[src/rtl/score_keeper.sv]
// Pong match controller: point counting, post-point serve hold,
// winner detection and winner-digit blinking for the score displays.
module score_keeper #(
  parameter int WIN_SCORE    = 9,
  parameter int HOLD_FRAMES  = 60,
  parameter int BLINK_FRAMES = 30
) (
  input  logic       clk,
  input  logic       reset,
  input  logic       point_left,
  input  logic       point_right,
  input  logic       start,
  input  logic       frame_tick,
  output logic [3:0] score_left,
  output logic [3:0] score_right,
  output logic       visible_left,
  output logic       visible_right,
  output logic       freeze,
  output logic       serve,
  output logic       game_over,
  output logic       winner
);

  localparam logic [3:0] WIN_N   = 4'(WIN_SCORE);
  localparam logic [7:0] HOLD_N  = 8'(HOLD_FRAMES);
  localparam logic [7:0] BLINK_N = 8'(BLINK_FRAMES);

  typedef enum logic [1:0] {
    S_IDLE,
    S_HOLD,
    S_PLAY,
    S_OVER
  } state_t;

  state_t     state_q, state_d;
  logic       pl_q, pl_d;
  logic       pr_q, pr_d;
  logic       st_q, st_d;
  logic [7:0] hold_q, hold_d;
  logic [7:0] blink_q, blink_d;
  logic [3:0] score_l_q, score_l_d;
  logic [3:0] score_r_q, score_r_d;
  logic       vis_l_q, vis_l_d;
  logic       vis_r_q, vis_r_d;
  logic       freeze_q, freeze_d;
  logic       serve_q, serve_d;
  logic       over_q, over_d;
  logic       winner_q, winner_d;

  logic       pl_e, pr_e, st_e;
  logic [3:0] new_score;

  assign pl_e = point_left & ~pl_q;
  assign pr_e = point_right & ~pr_q;
  assign st_e = start & ~st_q;
  assign new_score = pl_e ? score_l_q + 4'd1
                          : score_r_q + 4'd1;

  always_comb begin
    state_d   = state_q;
    pl_d      = point_left;
    pr_d      = point_right;
    st_d      = start;
    hold_d    = hold_q;
    blink_d   = blink_q;
    score_l_d = score_l_q;
    score_r_d = score_r_q;
    vis_l_d   = vis_l_q;
    vis_r_d   = vis_r_q;
    freeze_d  = freeze_q;
    serve_d   = serve_q;
    over_d    = over_q;
    winner_d  = winner_q;
    unique case (state_q)
      S_IDLE: begin
        if (st_e) begin
          state_d = S_HOLD;
          hold_d  = 8'd0;
        end
      end
      S_HOLD: begin
        if (frame_tick) begin
          hold_d = hold_q + 8'd1;
          if (hold_q + 8'd1 == HOLD_N) begin
            state_d  = S_PLAY;
            freeze_d = 1'b0;
          end
        end
      end
      S_PLAY: begin
        // simultaneous edges cancel out
        if (pl_e ^ pr_e) begin
          freeze_d = 1'b1;
          serve_d  = pl_e;
          if (pl_e) score_l_d = new_score;
          else      score_r_d = new_score;
          if (new_score == WIN_N) begin
            state_d  = S_OVER;
            over_d   = 1'b1;
            winner_d = pr_e;
            blink_d  = 8'd0;
            vis_l_d  = 1'b1;
            vis_r_d  = 1'b1;
          end else begin
            state_d = S_HOLD;
            hold_d  = 8'd0;
          end
        end
      end
      S_OVER: begin
        if (st_e) begin
          state_d   = S_HOLD;
          hold_d    = 8'd0;
          blink_d   = 8'd0;
          score_l_d = 4'd0;
          score_r_d = 4'd0;
          vis_l_d   = 1'b1;
          vis_r_d   = 1'b1;
          over_d    = 1'b0;
        end else if (frame_tick) begin
          if (blink_q + 8'd1 == BLINK_N) begin
            blink_d = 8'd0;
            if (winner_q) vis_r_d = ~vis_r_q;
            else          vis_l_d = ~vis_l_q;
          end else begin
            blink_d = blink_q + 8'd1;
          end
        end
      end
      default: state_d = S_IDLE;
    endcase
  end

  always_ff @(posedge clk or posedge reset) begin
    if (reset) begin
      state_q   <= S_IDLE;
      pl_q      <= 1'b0;
      pr_q      <= 1'b0;
      st_q      <= 1'b0;
      hold_q    <= 8'd0;
      blink_q   <= 8'd0;
      score_l_q <= 4'd0;
      score_r_q <= 4'd0;
      vis_l_q   <= 1'b1;
      vis_r_q   <= 1'b1;
      freeze_q  <= 1'b1;
      serve_q   <= 1'b0;
      over_q    <= 1'b0;
      winner_q  <= 1'b0;
    end else begin
      state_q   <= state_d;
      pl_q      <= pl_d;
      pr_q      <= pr_d;
      st_q      <= st_d;
      hold_q    <= hold_d;
      blink_q   <= blink_d;
      score_l_q <= score_l_d;
      score_r_q <= score_r_d;
      vis_l_q   <= vis_l_d;
      vis_r_q   <= vis_r_d;
      freeze_q  <= freeze_d;
      serve_q   <= serve_d;
      over_q    <= over_d;
      winner_q  <= winner_d;
    end
  end

  assign score_left    = score_l_q;
  assign score_right   = score_r_q;
  assign visible_left  = vis_l_q;
  assign visible_right = vis_r_q;
  assign freeze        = freeze_q;
  assign serve         = serve_q;
  assign game_over     = over_q;
  assign winner        = winner_q;

endmodule

[config.mk]
export PLATFORM = sky130hd
export DESIGN_NAME = score_keeper
export DESIGN_NICKNAME = d
export VERILOG_FILES = /design/src/rtl/score_keeper.sv
export SDC_FILE = /design/constraint.sdc
export NUM_CORES = 1
export LEC_CHECK = 0
export CAP_MARGIN = 10
export CORE_MARGIN = 2
export CORE_UTILIZATION = 35
export DETAILED_ROUTE_END_ITERATION = 6
export PLACE_DENSITY = 0.6
export SLEW_MARGIN = 20
export SYNTH_ARGS = -nofsm -noshare
export SYNTH_HDL_FRONTEND = slang
export SYNTH_SLANG_ARGS = --single-unit
[constraint.sdc]
create_clock -name clk -period 6.4 [get_ports clk]
set_clock_uncertainty 0.05 [all_clocks]
set_input_delay 1.92 -clock clk [delete_from_list [all_inputs] [get_ports clk]]
set_output_delay 1.92 -clock clk [all_outputs]
set_load 0.005 [all_outputs]
# After elaboration in Yosys (flattened, before gate mapping)
# Index checks and enable logic that the tools add are counted.
totals:
  word_cells: 104
  input_bits: 6
  out_inout_bits: 14
  register_bits: 35
classes:
  muxes: 43
  add_sub_neg: 4
  eq_ne: 19
  reduce_logical: 15
  bitwise: 9
ops:
  columns: ["operator", "n"]
  rows:
  - ["8-bit two-way mux", 9]
  - ["4-bit AND reduction", 7]
  - ["4-bit two-way mux", 6]
  - ["8-bit case mux with 3 select lines", 1]
  - ["8-bit by 1-bit adder with 8-bit output (second input constant)", 2]
  - ["2-bit inequality test (second input constant)", 8]
  - ["4-bit case mux with 2 select lines", 2]
  - ["8-bit case mux with 2 select lines", 1]
  - ["1-bit two-way mux", 14]
  - ["3-bit inequality test (second input constant)", 4]
  - ["6-bit AND reduction", 2]
  - ["2-bit two-way mux", 5]
  - ["4-bit by 1-bit adder with 4-bit output (second input constant)", 2]
  - ["8-bit by 5-bit equality test with 1-bit output (second input constant)", 1]
  - ["8-bit by 6-bit equality test with 1-bit output (second input constant)", 1]
  - ["1-bit case mux with 2 select lines", 4]
  - ["2-bit case mux with 3 select lines", 1]
  - ["1-bit inverter", 5]
  - ["2-bit equality test (second input constant)", 2]
  - ["4-bit equality test (second input constant)", 1]
  - ["2-bit nonzero test", 2]
  - ["1-bit AND", 3]
  - ["3-bit AND reduction", 1]
  - ["2-bit by 1-bit equality test with 1-bit output (second input constant)", 1]
  - ["5 further kinds", 5]

# Depth between registers and ports, before layout
# Gate-level depths: netlist of run 1.
depth:
  word_depth: 7
  depth_mapped: 11
  ltp_nobuf: 9

# Worst setup path after synthesis of run 1
# No wires, ideal clock.
synth_path:
  path_kind: "input to register"
  start: "in point_left"
  end: "reg vis_l_q (netlist: visible_left)"
  n_path_buf: 1
  path_slack_ps: 2307
  cell_stages: 9
  required_ps: 6261
  t_arrival_ps: 3954
  setup_ps: 89
  cell_sequence: "nor2b_4 > buf_6 > mux2_2 > ha_1 > nand2b_1 > mux2i_1 > o211ai_2 > o21a_1 > a211oi_1"
synth_between:
  elab_chain_cells: 5
  elab_cells_between_ends: 7
  cone_classes: "3 x eq/ne; 1 x mux; 2 x bitwise; 1 x reduce/logical"
synth_rtl:
  columns: ["item", "line", "rtl"]
  rows:
  - ["from (decl)", "10", "input logic point_left,"]
  - ["1-bit AND *", "53", "assign pl_e = point_left & ~pl_q;"]
  - ["4-bit two-way mux", "56", "assign new_score = pl_e ? score_l_q + 4'd1"]
  - ["4-bit equality test", "97", "if (new_score == WIN_N) begin"]
  - ["2-bit inequality test (no line)", null, null]
  - ["6-bit AND reduction (no line) *", null, null]
  - ["to (signal assigned)", "159", "vis_l_q <= vis_l_d;"]
  - ["to (decl)", "43", "logic vis_l_q, vis_l_d;"]
# Every way passes the cells marked *; elsewhere a longest branch is shown, timed or not.
# A chain may end at the register's enable or synchronous reset.

# Worst setup path after layout of run 1
layout_path:
  start: "in point_left"
  end: "reg blink_q[0]"
layout_between:
  elab_chain_cells: 5
  elab_cells_between_ends: 7
  cone_classes: "3 x eq/ne; 1 x mux; 2 x bitwise; 1 x reduce/logical"
layout_rtl:
  columns: ["item", "line", "rtl"]
  rows:
  - ["1-bit AND *", "53", null]
  - ["4-bit two-way mux", "56", null]
  - ["4-bit equality test", "97", null]
  - ["2-bit inequality test (no line)", null, null]
  - ["4-bit AND reduction (no line) *", null, null]
  - ["to (signal assigned)", "156", "blink_q <= blink_d;"]
  - ["to (decl)", "40", "logic [7:0] blink_q, blink_d;"]
# Marks and branches as above.

==> reports/metrics.yaml, run 1 <==
power_density_mw_per_mm2: 319.0
final_nets: 268
ios: 20
fp-row-count: 28
place_area_mm2: 0.002447
cts.path.max_buffers: 2
avgViaCountPerCell: 5.426
r2r_cells: 8
postCtsSetupRepairBufs: 0
drv_slew: 0
synth_cell_types: 48
grt_pass1_wl_mm: 8.459
endpoint: "blink_q[0]"
grt_start_max_net_pins: 36
worst_slew_pin_slew_ns: 0.9192
crit_arrival_ns: 4.87
synth-edff-count: 0
outcome: "finished, final reports clean"
hp-class: "reg2reg"
cts_buffers: 5
slew_headroom: 0.3872
gp_congestion: 0.8354
antenna_found_initial: 0
antenna_left: 0
drc: 0
grt-ovfl-total: 0
endpoint_kind: "flip-flop"
dp_hpwl_mm: 3.394
ir_drop_uv: 177.9
tns_ns: 0
cts_hold_buf: 0
power_leakage_nw: 1.082
synth_area_mm2: 0.002206
clkLatencyLatePin_ns: 0.29
clock-sinks: 35
dieArea_mm2: 0.006954
portBuffers: 19
syn_nets: 250
yosys.cell_count.top_type: "dfrtp_1"
die_y_um: 83.39
num_antenna_cells: 0
synth_seq_cells: 35
initial_core_util: 0.3682
fin_hold_ws_ns: 0.4447
cts_max_level: 2
grt_setup_unrepaired: "no"
cts_tree: "done"
worstPathMaxFanout: 16
vias: 1785
fmax_ghz: 0.2112
critPathRequiredTime_ns: 6.54
startpoint: "point_left"
fin_crit_ns: 4.735
wl_per_cell_um: 14.75
grt_pass1_vias: 1745
synth_ff_type: "dfrtp_1"
min_period_over_period: 0.7398
hold_viol: 0
syn_avg_cell_area_um2: 9.387
die_x_um: 83.39
crit_chain: "clkdlybuf4s50_1 -> nor2b_4 -> mux2_2 -> ha_1 -> nand2b_1 -> mux2i_1 -> o211ai_2 -> o21a_1 -> o31ai_1"
drt_iter0_markers: 75
r2r-end: "blink_q[0]"
post_cts_resized: 0
reg2reg_from: "pl_q"
clk_pin_slew_ns: 0.07
yosys.area.top_type: "dfrtp_1"
final_cell_area_mm2: 0.002539
core-area_mm2: 0.005991
cts-root-buf: "clkbuf_8"
drv_cap: 0
async_reset_ff_frac: 1.000
critical_path_class: "in2reg"
worst_path_max_delay_cell: "clkdlybuf4s50_1"
syn-instance-count: 235
area_growth_pct: 15.09
drive_above_1_share: 0.1063
drtPass1Iterations: 4
finalPower_w: 0.0008099
yosysTopAreaCellShare: 0.3630
timing.reg2reg.setup_slack_ns: 3.41
setup_violations: 0
synth_common_cells: "dfrtp_1, nand3_1, o21ai_0"
totalWireLength_mm: 4.853
crit_path_max_incr_delay_ns: 0.47
synth-seq-area-share: 0.3988
ys_warn_count: 0
synth_area_leaders: "dfrtp_1, ha_1, nand3_1, o21ai_0, dfstp_2"
critPathLaunchType: "primary input"
grtUsageTotal: 0.1456
routing by layer:
metal / vias to the layer above / track usage / share of wire
met5: - / 0 / 0
met4: 0 / 0.04471 / 0.013
met3: 6 / 0.03181 / 0.035
met1: 841 / 0.2074 / 0.50
met2: 37 / 0.2199 / 0.45
li1: 901 / - / -
metrics by stage:
step                      utilization  setup slack, ns  std cells
after floorplan                     -            2.307        235
after global placement         0.4085            1.460        321
after detailed placement       0.4085            1.358        321
after CTS                      0.4238            1.660        329
after global routing           0.4238            1.434        329
final                          0.4238            1.665        329
worst max-delay path, delay by kind of cell:
family          cells  cell delay [ns]
mux                 2             0.76
simple gates        2             0.57
buf+inv             1             0.47
fa+ha+maj           1             0.28
compound gates      3             0.86
cells in the final DEF, fill, tap and decap left out, types with 6 or more instances in the layout:
cell type,Yosys,layout
inv_1,12,12
nor2_1,11,11
a21oi_1,8,8
clkdlybuf4s50_1,0,19
o31ai_1,9,9
clkbuf_8,0,6
nand2_1,17,17
mux2i_1,6,6
nand2b_1,6,6
nand3_1,21,21
dfrtp_1,32,32
ha_1,9,9
o21ai_0,20,20
mux2_2,7,7
how the worst min path moves through the flow:
stage | from | to | slack [ns] | cells after the start
2_1_floorplan | hold_q[7] | hold_q[7] | 0.40 | 1
3_3_place_gp | blink_q[7] | blink_q[7] | 0.44 | 1
3_5_place_dp | blink_q[7] | blink_q[7] | 0.44 | 1
4_1_cts | blink_q[7] | blink_q[7] | 0.45 | 1
5_1_grt | blink_q[7] | blink_q[7] | 0.47 | 1
6_report | blink_q[7] | blink_q[7] | 0.44 | 1
state kept, by name (all words and copies together) (netlist names), 2 cells and up:
register,flops
blink_q,8
hold_q,8
score_left,4
score_right,4
state_q,2
cells by family (layout without fill, tap and decap cells):
family                     after synthesis  count (layout)  synth area share
and+or+nand+nor                         83              83            0.2025
AOI/OAI and AO/OA                       67              67            0.2110
DFF                                     35              35            0.3988
buffers and inverters                   21              40           0.04310
muxes                                   14              14           0.06977
adders and majority gates                9               9           0.05105
xor gates and xnor gates                 6               6           0.02382
power by group:
| part | switching [W] | total (W) | internal, W |
|---|---|---|---|
| combinational | 0.000192 | 0.000340 | 0.000148 |
| sequential | 0.0000445 | 0.000304 | 0.000259 |
| clock | 0.0000791 | 0.000166 | 0.0000868 |
| total | 0.000315 | 0.000810 | 0.000495 |
final cells by class:
class | instances | area [um^2]
Clock buffer | 7 | 86.33
Sequential cell | 35 | 879.6
Multi-Input combinational cell | 179 | 1231
Clock inverter | 1 | 5.005
Tap cell | 75 | 93.84
Fill cell | 590 | 3452
Inverter | 12 | 45.04
Timing Repair Buffer | 20 | 197.7
No activity file was read; power rests on OpenSTA's default activity.
==> run 2: changes to the inputs <==
==> constraint.sdc (replaced) <==
create_clock -name clk -period 4.87 [get_ports clk]
set_clock_uncertainty 0.05 [all_clocks]
set_input_delay 1.461 -clock clk [delete_from_list [all_inputs] [get_ports clk]]
set_output_delay 1.461 -clock clk [all_outputs]
set_load 0.005 [all_outputs]
==> reports/metrics.yaml, run 2 (same netlist as run 1, synthesis figures left out) <==
die_x_um: 83.39
grt_pass1_wl_mm: 8.645
vias: 1778
drt_iter0_markers: 146
drv_slew: 0
critical_path_class: "in2reg"
setup_violations: 0
core-area_mm2: 0.005991
clock-sinks: 35
fmax_ghz: 0.2392
cts_max_level: 2
drive_above_1_share: 0.1133
critPathRequiredTime_ns: 5.02
totalWireLength_mm: 5.004
cts_buffers: 5
ios: 20
final_cell_mix: "dfrtp_1, nand3_1, o21ai_0, clkdlybuf4s50_1, nand2_1"
cts_hold_buf: 0
dp_hpwl_mm: 3.424
avgViaCountPerCell: 5.372
timing.reg2reg.setup_slack_ns: 1.99
die_y_um: 83.39
outcome: "finished, final reports clean"
antenna_found_initial: 0
cts_tree: "done"
clk_pin_slew_ns: 0.07
dieArea_mm2: 0.006954
clkLatencyLatePin_ns: 0.28
grt_pass1_vias: 1770
fillCellCount: 580
hp-class: "reg2reg"
power_density_mw_per_mm2: 425.8
postCtsSetupRepairBufs: 0
portBuffers: 19
worstPathMaxFanout: 10
grt_start_max_net_pins: 36
fin_crit_ns: 4.180
drc: 0
num_antenna_cells: 0
hold_viol: 0
multi_input_area_mm2: 0.001231
critPathLaunchType: "primary input"
mostFrequentLayoutCell: "dfrtp_1"
slew_headroom: 0.6458
min_period_over_period: 0.8584
drtPass1Iterations: 4
ir_drop_uv: 259.9
reg.largest.list: "blink_q: 8 flops, hold_q: 8 flops"
grtUsageTotal: 0.1502
final_nets: 270
grt-ovfl-total: 0
grt_setup_unrepaired: "no"
wl_per_cell_um: 15.12
antenna_left: 0
seq_area_um2: 879.6
power_leakage_nw: 1.095
drv_cap: 0
cts-root-buf: "clkbuf_8"
area_growth_pct: 16.17
cts.path.max_buffers: 2
post_cts_resized: 0
crit_arrival_ns: 4.33
initial_core_util: 0.3682
worst_slew_pin_slew_ns: 0.5257
tns_ns: 0
utilization: 0.4277
gp_congestion: 0.7876
fp-row-count: 28
endpoint_kind: "flip-flop"
run 2: cell types whose count changed in the layout (fill, tap and decap cells not counted):
cell      change
buf_4         +2
clkinv_2      -1
clkbuf_8      +1
run 2: per-layer routing:
metal	routed length (um)	track usage	vias up	share of wire
li1	-	-	894	-
met1	2536	0.2150	853	0.51
met4	47	0.04024	0	0.0094
met3	155	0.02982	4	0.031
met2	2265	0.2309	27	0.45
met5	0	0	-	0
run 2: path summary, 6_finish.rpt:
path / from / end / depth (start not counted)
max in group asynchronous: reset / visible_right / 3
max: point_left / visible_right / 9
min: blink_q[7] / blink_q[7] / 1
max reg2reg: pl_q / visible_right / 8
min reg2reg: blink_q[7] / blink_q[7] / 1
min in group asynchronous: reset / hold_q[0] / 3
run 2: worst max-delay path: stages:
cell and delay, ns:
clkdlybuf4s50_1 0.48, nor2b_4 0.30, mux2_2 0.40, ha_1 0.28, nand2b_1 0.17, mux2i_1 0.35, o211ai_2 0.27, o21a_1 0.33
a211oi_1 0.27
run 2: power breakdown:
| group | leakage, nW | internal (W) | switching [W] |
|---|---|---|---|
| Combinational | 0.591 | 0.000201 | 0.000254 |
| Clock | 0.0515 | 0.000129 | 0.000106 |
| Sequential | 0.453 | 0.000341 | 0.0000602 |
| Total | 1.10 | 0.000671 | 0.000420 |
run 2: cell type report:
class / instances / area share
well taps: 75 / 0.03662
repair buffers: 22 / 0.08301
multi-input cells: 179 / 0.4805
inverters: 12 / 0.01758
clock buffers: 8 / 0.03906
flip-flops and latches: 35 / 0.3433
run 2: per-stage QoR:
stage	power, W	setup slack (ns)	std cells	hold slack [ns]	cell area [um^2]
final	0.001091	0.6897	331	0.4521	2562
after global routing	0.001178	0.4274	331	0.4655	2562
after CTS	0.001101	0.6848	331	0.4549	2562
after detailed placement	0.0008575	0.3798	323	0.4433	2462
after global placement	0.0008533	0.4921	323	0.4452	2462
after floorplan	0.0007153	1.236	235	0.3983	2206
==> run 3: changes to the inputs <==
--- a/config.mk
+++ b/config.mk
@@ -9,6 +9,7 @@
 export CORE_MARGIN = 2
 export CORE_UTILIZATION = 35
 export DETAILED_ROUTE_END_ITERATION = 6
+export HOLD_SLACK_MARGIN = 0.1
 export PLACE_DENSITY = 0.6
 export SLEW_MARGIN = 20
 export SYNTH_ARGS = -nofsm -noshare
==> results of run 3 <==
Final layout, timing and power as in run 2 (identical DEF).
==> RTL change 1 (config.mk and constraints of run 2) <==
Encoding of `state_t`: now one-hot (4 bits for 4 states).
--- a/src/rtl/score_keeper.sv
+++ b/src/rtl/score_keeper.sv
@@ -27,7 +27,7 @@
 
-  typedef enum logic [1:0] {
-    S_IDLE,
-    S_HOLD,
-    S_PLAY,
-    S_OVER
+  typedef enum logic [3:0] {
+    S_IDLE = 4'b0001,
+    S_HOLD = 4'b0010,
+    S_PLAY = 4'b0100,
+    S_OVER = 4'b1000
   } state_t;
Formal check against the unedited RTL: same outputs for any inputs over 10 cycles, from zero or initial values and one cycle with reset high; not proved beyond that.
==> RTL change 1 against run 2 <==
Power fell by 24%; sequential share of layout area rose by 1.6 points; count of clock-buffer cells in the layout down 2; maximum frequency up 4.8%; final area is 1.2% higher; synthesized area increased by 2.4%; routed wire length down 2.1%; global-route usage decreased by 0.20 points; sequential cell count is 2 higher; non-clock buffer count shrank 2; setup slack better by 0.19 ns; critical path type unchanged; critical endpoint is now blink_q[3]; largest power group is now sequential cells.
==> RTL change 1: results (changes against run 2) <==
status=complete, no violations; critical path's largest stage delay=0.51 ns (+0.03 ns); PwrDens=321.9 nW/um^2 (-24%); Post-Synthesis Net Count=246 (-1.6%); 1st-iter DRT viols=98 (-33%); Die ar.=7115 sq um (+2.3%); WL met2=2292 um (+1.2%); Hold Startpoint=freeze; P_comb=0.231 mW (-49%); Final nets=267 (-1.1%); Non-CTS inverters=15 (+3); number of distinct library cells after synthesis=62 (+29%); clk_buf instances=6 (-2); Vias=1,882 (+5.8%); multi-input gate share of total cell area=47.39% (-0.65 points); fin cells=334 (+0.91%); fillcell total=651 (+12%); XOR/XNOR Fraction of Synth Area=1.938% (-0.44 points); detailed placement HPWL=3524 um (+2.9%); fraction of synthesized area in multiplexers=3.765% (-3.2 points); Multi-In Gates=177 (-1.1%); DP Worst Slack=0.5476 ns (+0.1678 ns); Critical Path Fanout Max=12 (+2); Tightest Pin Transition=0.7590 ns (+0.2333 ns); non-clk buf share=7.625% (-0.68 points); ranking of synthesized cells by area=dfrtp_1 (37%), dfstp_2 (4.7%), nand3_1 (4.2%), nand2_1 (3.7%), ha_1 (2.8%); WL met3=118 um (-24%); Synth Area in Compound Gates=21.87% (+0.77 points); M1 wire length=2381 um (-6.1%); GRT met3 Usage=2.852% (-0.13 points); Largest regs=blink_q (8), hold_q (8); Critical Path AT=4.10 ns (-0.23 ns); Psw=0.2913 mW (-31%); top cells by count, synth=dfrtp_1 (33), nand2_1 (22), nand3_1 (19); met2 Usage GRT=22.51% (-0.58 points); ratio of cells with drive above 1 in the final layout=12.06% (+0.73 points); clock-cell share of area=3.185% (-0.72 points); register area share after synthesis=41.20% (+1.3 points); LEAKAGE=1.034 nW (-5.6%); top sig layer=met4; Seq cells=37 (+5.7%); vias in the first global route=1,785 (+0.85%); GPL Wtd Cong=0.8069 (+2.5%); Global Route Usage Sum=14.82% (-0.20 points); DP Area=2510 sq um (+1.9%); Routed WL=4900 um (-2.1%); Adder-Cell Fraction of Synth Area=2.769% (-2.3 points); sequential share of cell area=35.91% (+1.6 points); met1 usage=20.38% (-1.1 points)
## RTL change 1: cell types whose count changed in the layout (fill, tap and decap cells not counted), moves of 4 or more
| cell | before | now |
|---|---|---|
| a21o_1 | 4 | 0 |
| a31oi_1 | 1 | 7 |
| ha_1 | 9 | 5 |
| nand2_1 | 17 | 22 |
| nor2_1 | 11 | 16 |
| nor3b_1 | 4 | 0 |
| o21ai_0 | 20 | 10 |
| o31ai_1 | 9 | 3 |
| or3_1 | 5 | 1 |
## RTL change 1: final timing paths
check | to | slack [ns] | depth (start not counted)
worst min register to register | freeze | 0.45 | 2
min in group asynchronous | blink_q[2] | 1.55 | 2
worst max-delay path | blink_q[3] | 0.88 | 9
worst min-delay path | freeze | 0.45 | 2
worst max register to register | blink_q[3] | 2.17 | 8
max in group asynchronous | freeze | 2.40 | 3
==> RTL change 2 (config.mk and constraints of run 2) <==
Made on the original files. The parameter `HOLD_FRAMES` goes from 60 to 30.
--- a/src/rtl/score_keeper.sv
+++ b/src/rtl/score_keeper.sv
@@ -4,3 +4,3 @@
   parameter int WIN_SCORE    = 9,
-  parameter int HOLD_FRAMES  = 60,
+  parameter int HOLD_FRAMES  = 30,
   parameter int BLINK_FRAMES = 30
Formal check against the unedited RTL: no difference found for any inputs over 10 cycles, from zero or initial values and one cycle with reset high; that may be too few to reach the edited logic, so the function may still have changed.
==> RTL change 2 against run 2 <==
Final area grew 2.9%; critical path depth rose by 1; routed wire length up 2.1%; sequential power grew 4%; maximum frequency is essentially flat; count of clock-buffer cells in the layout fell by 1; setup slack improved by 0.0041 ns; sequential cell count unchanged; synthesized area increased by 4.8%; combinational power up 16%; power grew 5.4%; critical path type unchanged; critical endpoint is now blink_q[2]; largest power group unchanged.
==> RTL change 2: results (changes against run 2) <==
fillcell total=611 (+5.3%); wire length of the first global-routing pass=8714 um (+0.80%); # diodes=0 (unchanged); Worst-Skew Late Latency=0.29 ns; 1st-iter DRT viols=123 (-16%); Clock transition at path regs=0.07 ns (about the same); status=complete, no violations; ranking of synthesized cells by area=dfrtp_1 (35%), ha_1 (4.9%), dfstp_2 (3.4%), mux2_2 (3.4%), o21ai_0 (3.0%); detailed placement HPWL=3566 um (+4.2%); IO Port Bufs=19 (unchanged); top cells by count, synth=dfrtp_1 (32), nand2_1 (18), o21ai_0 (14); Post-CTS Resized=0 (unchanged); Critical Path AT=4.30 ns (-0.03 ns); Pre-antenna DRT Iters=4 (unchanged); CTS buffer count=5 (unchanged); Post-Synthesis Net Count=251 (+0.40%); LEAKAGE=1.065 nW (-2.8%); async set-reset flop share out of synthesis=100.0% (unchanged); GPL Wtd Cong=0.7651 (-2.9%); Primary FF master, synth=dfrtp_1; critical path's largest stage delay=0.54 ns (+0.06 ns); cell count after synthesis=236 (+0.43%); Vias=1,852 (+4.2%); DP Area=2555 sq um (+3.8%); largest net degree at the start of global routing=36 (unchanged); Ys Warns=0 (unchanged); H-tree levels=2 (unchanged); CP max-delay cell=clkdlybuf4s50_1; Final nets=272 (+0.74%); number of distinct library cells after synthesis=61 (+27%); Max rail drop VDD=271.3 uV (+4.4%); Top delay family on crit path=compound AO/OA/AOI/OAI gates; Tightest Pin Transition=0.7685 ns (+0.2428 ns); Global Route Usage Sum=14.94% (-0.078 points); Inst Count DP=327 (+1.2%); CTS Buffer Depth=2 (unchanged); Routed WL=5110 um (+2.1%); antenna violations before repair=0 (unchanged); PwrDens=436.3 nW/um^2 (+2.5%); Critical Path Fanout Max=11 (+1); Vias per Instance=5.528 (+2.9%); Largest regs=blink_q (8), hold_q (8); ratio of cells with drive above 1 in the final layout=15.89% (+4.6 points); Root Driver=clkbuf_8; DP Worst Slack=0.3768 ns (-0.003026 ns); min-delay worst type=flop to flop; register area share after synthesis=38.06% (-1.8 points); setup bufs post-CTS=0 (unchanged)
-- RTL change 2: changes by cell type after synthesis, sizes merged, moves of 4 or more --
cell	run 2	this run
a22o	1	6
and2	0	4
clkbuf	6	2
nand3	21	10
nor3b	4	0
-- RTL change 2: kinds of logic after synthesis --
| group | Yosys count | synth area share [%] |
|---|---|---|
| buf+inv | 21 | 4.764 |
| simple gates | 85 | 21.87 |
| xor+xnor | 3 | 1.137 |
| compound gates | 69 | 22.20 |
| fa+ha+maj | 9 | 4.873 |
| flops | 35 | 38.06 |
| mux | 14 | 7.093 |
-- RTL change 2: final timing paths --
kind | end | from | slack, ns | cells after the start
min | hold_q[7] | hold_q[7] | 0.44 | 1
max reg2reg | blink_q[2] | pl_q | 1.92 | 10
min in group asynchronous | hold_q[3] | reset | 1.53 | 3
min reg2reg | hold_q[7] | hold_q[7] | 0.44 | 1
max | blink_q[2] | point_left | 0.69 | 10
max in group asynchronous | freeze | reset | 2.90 | 3
-- RTL change 2: final cells by class --
cell class                      count  share of cell area [%]
Inverter                           14                   1.993
Multi-Input combinational cell    180                   50.12
Clock buffer                        7                   2.895
Timing Repair Buffer               21                   7.784
Clock inverter                      1                  0.1898
Tap cell                           77                   3.654
Sequential cell                    35                   33.36
-- RTL change 2: power breakdown --
group / switching (mW) / total (mW) / internal (mW)
Clock: 0.104 / 0.205 / 0.100
Combinational: 0.289 / 0.527 / 0.237
Sequential: 0.0722 / 0.419 / 0.347
-- RTL change 2: layer usage --
layer | vias to the layer above | track usage [%] | part of all wire, %
li1 | 914 | - | -
met1 | 899 | 20.83 | 50
met2 | 34 | 22.80 | 46
met3 | 5 | 2.918 | 3.0
met4 | 0 | 5.916 | 1.1
met5 | - | 0 | 0
